$ cat src/rtl/cmd_scheduler.sv
// Command scheduler: queues 16-bit commands, issues them one at a time to a
// RemoteComm transmitter and tracks response, timeout and bounded retry.
module cmd_scheduler #(
  parameter int unsigned DEPTH     = 4,
  parameter int unsigned TIMEOUT   = 500000,
  parameter int unsigned MAX_RETRY = 2
) (
  input  logic                   clk,
  input  logic                   rst_n,
  input  logic                   push,
  input  logic [15:0]            push_cmd,
  input  logic                   abort,
  output logic                   full,
  output logic [$clog2(DEPTH):0] count,
  output logic                   ovf,
  output logic [15:0]            cmd,
  output logic                   snd_cmd,
  input  logic                   cmd_snt,
  input  logic                   resp_rdy,
  input  logic [7:0]             resp,
  output logic                   busy,
  output logic                   done,
  output logic                   err,
  output logic                   err_tmo,
  output logic [7:0]             err_resp
);
  localparam int unsigned AW = $clog2(DEPTH);
  localparam int unsigned CW = AW + 1;
  localparam int unsigned TW = $clog2(TIMEOUT) + 1;
  localparam int unsigned RW = $clog2(MAX_RETRY + 1) + 1;

  typedef enum logic [1:0] {StIdle, StLoad, StWaitSnt, StWaitResp} state_e;

  state_e          state_q, state_d;
  logic [15:0]     mem_q [DEPTH];
  logic [CW-1:0]   wr_ptr_q, rd_ptr_q;
  logic            ovf_q;
  logic [15:0]     cmd_q, cmd_d;
  logic [TW-1:0]   tmo_cnt_q, tmo_cnt_d;
  logic [RW-1:0]   retry_q, retry_d;
  logic            done_q, done_d, err_q, err_d;
  logic            err_tmo_q, err_tmo_d;
  logic [7:0]      err_resp_q, err_resp_d;
  logic            push_ok, pop, snd, timed_out;

  assign count   = wr_ptr_q - rd_ptr_q;
  assign full    = (count == CW'(DEPTH));
  // Fullness is judged before any same-cycle pop.
  assign push_ok = push && !full && !abort;

  always_ff @(posedge clk or negedge rst_n) begin
    if (!rst_n) begin
      wr_ptr_q <= '0;
      rd_ptr_q <= '0;
      ovf_q    <= 1'b0;
    end else if (abort) begin
      wr_ptr_q <= '0;
      rd_ptr_q <= '0;
      ovf_q    <= 1'b0;
    end else begin
      if (push_ok) wr_ptr_q <= wr_ptr_q + CW'(1);
      if (push && full) ovf_q <= 1'b1;
      if (pop) rd_ptr_q <= rd_ptr_q + CW'(1);
    end
  end

  always_ff @(posedge clk) begin
    if (push_ok) mem_q[wr_ptr_q[AW-1:0]] <= push_cmd;
  end

  assign timed_out = (state_q == StWaitSnt || state_q == StWaitResp) &&
                     (tmo_cnt_q == TW'(TIMEOUT - 1));

  always_comb begin
    state_d    = state_q;
    cmd_d      = cmd_q;
    tmo_cnt_d  = tmo_cnt_q;
    retry_d    = retry_q;
    done_d     = 1'b0;
    err_d      = 1'b0;
    err_tmo_d  = err_tmo_q;
    err_resp_d = err_resp_q;
    pop        = 1'b0;
    snd        = 1'b0;
    unique case (state_q)
      StIdle: begin
        // Holding off while done/err is showing spaces commands two cycles apart.
        if (count != '0 && !done_q && !err_q) begin
          state_d   = StLoad;
          pop       = 1'b1;
          cmd_d     = mem_q[rd_ptr_q[AW-1:0]];
          retry_d   = '0;
          tmo_cnt_d = '0;
        end
      end
      StLoad: begin
        snd     = 1'b1;
        state_d = StWaitSnt;
      end
      StWaitSnt, StWaitResp: begin
        tmo_cnt_d = tmo_cnt_q + TW'(1);
        if (state_q == StWaitSnt && cmd_snt) state_d = StWaitResp;
        if (resp_rdy) begin
          state_d = StIdle;
          if (resp == 8'hA5) begin
            done_d = 1'b1;
          end else begin
            err_d      = 1'b1;
            err_tmo_d  = 1'b0;
            err_resp_d = resp;
          end
        end else if (timed_out) begin
          if (retry_q < RW'(MAX_RETRY)) begin
            retry_d   = retry_q + RW'(1);
            tmo_cnt_d = '0;
            snd       = 1'b1;
            state_d   = StWaitSnt;
          end else begin
            err_d     = 1'b1;
            err_tmo_d = 1'b1;
            state_d   = StIdle;
          end
        end
      end
      default: state_d = StIdle;
    endcase
    if (abort) begin
      state_d    = StIdle;
      cmd_d      = cmd_q;
      done_d     = 1'b0;
      err_d      = 1'b0;
      err_tmo_d  = err_tmo_q;
      err_resp_d = err_resp_q;
      pop        = 1'b0;
      snd        = 1'b0;
    end
  end

  always_ff @(posedge clk or negedge rst_n) begin
    if (!rst_n) begin
      state_q    <= StIdle;
      cmd_q      <= '0;
      tmo_cnt_q  <= '0;
      retry_q    <= '0;
      done_q     <= 1'b0;
      err_q      <= 1'b0;
      err_tmo_q  <= 1'b0;
      err_resp_q <= '0;
    end else begin
      state_q    <= state_d;
      cmd_q      <= cmd_d;
      tmo_cnt_q  <= tmo_cnt_d;
      retry_q    <= retry_d;
      done_q     <= done_d;
      err_q      <= err_d;
      err_tmo_q  <= err_tmo_d;
      err_resp_q <= err_resp_d;
    end
  end

  assign ovf      = ovf_q;
  assign cmd      = cmd_q;
  assign snd_cmd  = snd;
  assign busy     = (state_q != StIdle);
  assign done     = done_q;
  assign err      = err_q;
  assign err_tmo  = err_tmo_q;
  assign err_resp = err_resp_q;
endmodule

$ cat config.mk
export PLATFORM = sky130hd
export DESIGN_NAME = cmd_scheduler
export DESIGN_NICKNAME = d
export VERILOG_FILES = /design/src/rtl/cmd_scheduler.sv
export SDC_FILE = /design/constraint.sdc
export NUM_CORES = 1
export LEC_CHECK = 0
export ABC_AREA = 0
export BUFFER_PORTS_ARGS = -buffer_cell sky130_fd_sc_hd__buf_2
export CAP_MARGIN = 30
export CORE_ASPECT_RATIO = 0.6
export CORE_MARGIN = 4
export CORE_UTILIZATION = 35
export CTS_CLUSTER_DIAMETER = 50
export DETAILED_ROUTE_END_ITERATION = 6
export GPL_ROUTABILITY_DRIVEN = 0
export HOLD_SLACK_MARGIN = 0.08
export PLACE_DENSITY = 0.57
export SLEW_MARGIN = 20
export SYNTH_ARGS = -nofsm -noshare
export SYNTH_HDL_FRONTEND = slang
export SYNTH_SLANG_ARGS = --single-unit
export TNS_END_PERCENT = 10
$ cat constraint.sdc
create_clock -name clk -period 5.7 [get_ports clk]
set_input_delay 0 -clock clk [delete_from_list [all_inputs] [get_ports clk]]
set_output_delay 0 -clock clk [all_outputs]
set_load 0.02 [all_outputs]
==> results.md <==
- Ant diodes: 0
- Final min period: 3.19 ns
- IO buf count: 63
- Post-CTS Setup Bufs: 0
- Internal Power: 2.13 mW
- PnR worst setup slack: 2.51 ns
- Crit path max fanout: 19
- DR WL/cell: 16.7 um
- Share of the synthesized area in the top cell type: 0.363
- Register area: 3400 sq um
- I/O pin cnt: 64
- Initial DRC Count: 208
- DRT Wirelength: 11,300 um
- Post-synth EDFFs: 64
- Max Cap Viol: 0
- Static Leak: 2.66 nW
- Die area: 17,200 sq um
- Number of distinct library cells after synthesis: 48
- H-tree depth: 4
- Clock latency on the worst-skew pair: 0.40 ns
- Die W: 167 um
- HP Class: in2async
- Seq pwr share: 0.374
- Vias per inst: 4.82
- Dpl hpwl: 7510 um
- Syn_area_per_cell: 14.6 sq um
- Initial Utilization: 0.361
- Max-slew violations: 0
- Ys flop type: edfxtp_1
- Filler cell count: 1,304
- CTS Buf Count: 17
- Clock skew: 0.00692 ns
- Synthesis-stage register bit count: 123
- Pin count of the biggest net entering global routing: 60
- Clk root buf: clkbuf_16
- Net count, final: 504
- Global-route usage over all layers: 0.139
- Longest Clk Path Bufs: 2
- Synth Cell Area: 5300 sq um
- Async SR Flop Fraction: 0.480
- Status: complete, no violations
- Synth area leader: edfxtp_1
- DIE HEIGHT: 103 um
- Worst setup path category: reg2reg
- Yosys warns: 0
- Worst slew pin tran: 0.943 ns
- DRC violations left: 0
- Top post-synthesis cells by area: edfxtp_1 (36%), dfrtp_1 (28%), mux4_2 (6.8%)
- Final worst-path cycle share: 0.560
- Clk pwr share: 0.326
- Vias: 3,260
- Hold Vio Cnt, Final: 0
- Seq/Total Area, Yosys: 0.641
- Pwr/cell area: 471 nW/um^2
- Vias in the first global route: 3,336
- Grt total ovfl: 0
- TritonRoute pass-1 iters: 5
- Worst slew margin: 0.371
- Crit path DAT: 3.21 ns
- Antenna violations before repair: 0
- Logic pwr share: 0.299
- Row count: 34
- Post-Syn Instances: 364
- Sink Count: 123
- First-pass GRT wire length: 18,300 um
- Ratio of cells with drive above 1 in the final layout: 0.299
- Final Power: 3.16 mW
- Worst setup EP type: register
- Final setup TNS: 0 ns
- Fmax: 0.313 GHz
- Synthesis-to-finish area growth: 26.5%
- Worst slack, placed: 2.51 ns
- DRT antenna net count: 0
- Clock Pin Slew Worst Setup and Hold Paths: 0.06 ns
- RSZ-0062 raised after global routing: no
- Setup Viol. Count Final: 0
- Post_cts resized: 0
- Type of origin of the critical path: register
- CTS tree: built
- WP data required: 5.72 ns
- Core ar.: 14,700 sq um
- Mapped Nets: 403
- Max IR drop VDD: 0.000241 V
- Multi-input gate area: 1800 sq um
- Sw Pwr: 1.02 mW
- Sw frac: 0.324
==> power groups by stage <==
stage,clock (mW),combinational (mW),sequential [mW]
6_report,1.03,0.945,1.18
5_1_grt,1.10,1.02,1.20
4_1_cts,1.05,0.959,1.18
3_5_place_dp,0,0.938,1.20
3_3_place_gp,0,0.921,1.19
2_1_floorplan,0,0.558,1.29
==> kinds of logic after synthesis <==
kind of cell,share of synthesized area
compound gates,0.0382
xor+xnor,0.0408
fa+ha+maj,0.0227
buf+inv,0.0194
flops,0.641
mux,0.126
simple gates,0.112
==> flip-flops by register name (all words and copies together), names as in the netlist <==
name       count
done           1
retry_q        3
rd_ptr_q       3
cmd           16
tmo_cnt_q     20
err            1
err_tmo        1
wr_ptr_q       3
mem_q         64
err_resp       8
state_q        2
ovf            1
==> cell usage after synthesis, types with 8 or more instances <==
cell type	number
o21ai_0	11
mux2_2	12
nand2_1	37
mux2_4	10
edfxtp_1	64
nand4_1	9
inv_1	10
nor2_1	20
mux4_2	16
xor2_1	15
nand3_1	10
clkbuf_1	8
dfrtp_1	59
ha_1	8
==> layout make-up <==
type                    count  share of cell area
flip-flops and latches    123               0.507
multi-input cells         217               0.269
repair buffers             96              0.0952
clock buffers              20              0.0696
well taps                 198              0.0370
clock inverters            12              0.0172
inverters                  10             0.00560
==> worst max-delay path, stage by stage (launching register included) <==
cell and delay, ns:
dfrtp_1 0.96, fa_1 0.33, xor3_1 0.28, nand3_1 0.18
nand2_1 0.13, nor2_1 0.17, and2_1 0.75
==> path summary, 6_finish.rpt <==
kind                                          from                       to  slack (ns)  cells after the start
max                        rd_ptr_q[1]$_DFFE_PN0P_   mem_q[2][11]$_DFFE_PP_        2.51                      6
min                                          rst_n      cmd[12]$_DFFE_PN0P_        0.31                      3
max reg2reg                rd_ptr_q[1]$_DFFE_PN0P_   mem_q[2][11]$_DFFE_PP_        2.51                      6
min reg2reg                 retry_q[0]$_DFFE_PN0P_   retry_q[0]$_DFFE_PN0P_        0.49                      1
max in group asynchronous                    rst_n  err_resp[5]$_DFFE_PN0P_        4.84                      3
min in group clk                       push_cmd[7]    mem_q[2][7]$_DFFE_PP_        0.36                      2
==> metal layers <==
layer	vias to the layer above	global-route usage	wire length, um
met4	0	0.0528	68
met1	1603	0.205	5750
met2	97	0.200	4830
met5	-	0	0
met3	6	0.0342	633
li1	1554	-	-
==> metrics by stage <==
step                       util  hold slack (ns)  cell area, sq um  cells
after detailed placement  0.397            0.226              5820    614
after global placement    0.397            0.220              5820    614
after global routing      0.457            0.353              6700    676
after floorplan               -           -0.296              5300    364
final                     0.457            0.306              6700    676
after CTS                 0.457            0.342              6700    676
==> cell usage in the layout (no fill, tap or decap), drive strengths merged, types with 2 or more instances in the layout <==
| master | count |
|---|---|
| dlygate4sd3 | 30 |
| nor4 | 4 |
| xnor2 | 7 |
| clkinv | 3 |
| o31ai | 2 |
| nand3b | 2 |
| nand4 | 10 |
| nor3 | 7 |
| a21oi | 7 |
| nor2b | 3 |
| xor2 | 15 |
| nand3 | 10 |
| inv | 12 |
| buf | 66 |
| or4 | 2 |
| mux4 | 16 |
| o22ai | 2 |
| dfrtp | 59 |
| mux2 | 22 |
| ha | 8 |
| a22o | 6 |
| and2 | 6 |
| nand2 | 38 |
| mux2i | 2 |
| clkbuf | 20 |
| edfxtp | 64 |
| clkinvlp | 6 |
| nor2 | 21 |
| o21ai | 11 |
| nor4bb | 2 |
| nor4b | 2 |
==> what timing repair did <==
item / 4_1_cts / 5_1_grt
setup endpoints to repair: 0 / 0
hold buffers: 30 / 0
endpoints found under the hold margin: 143 / 0
Power figures use the tool's default switching activity.
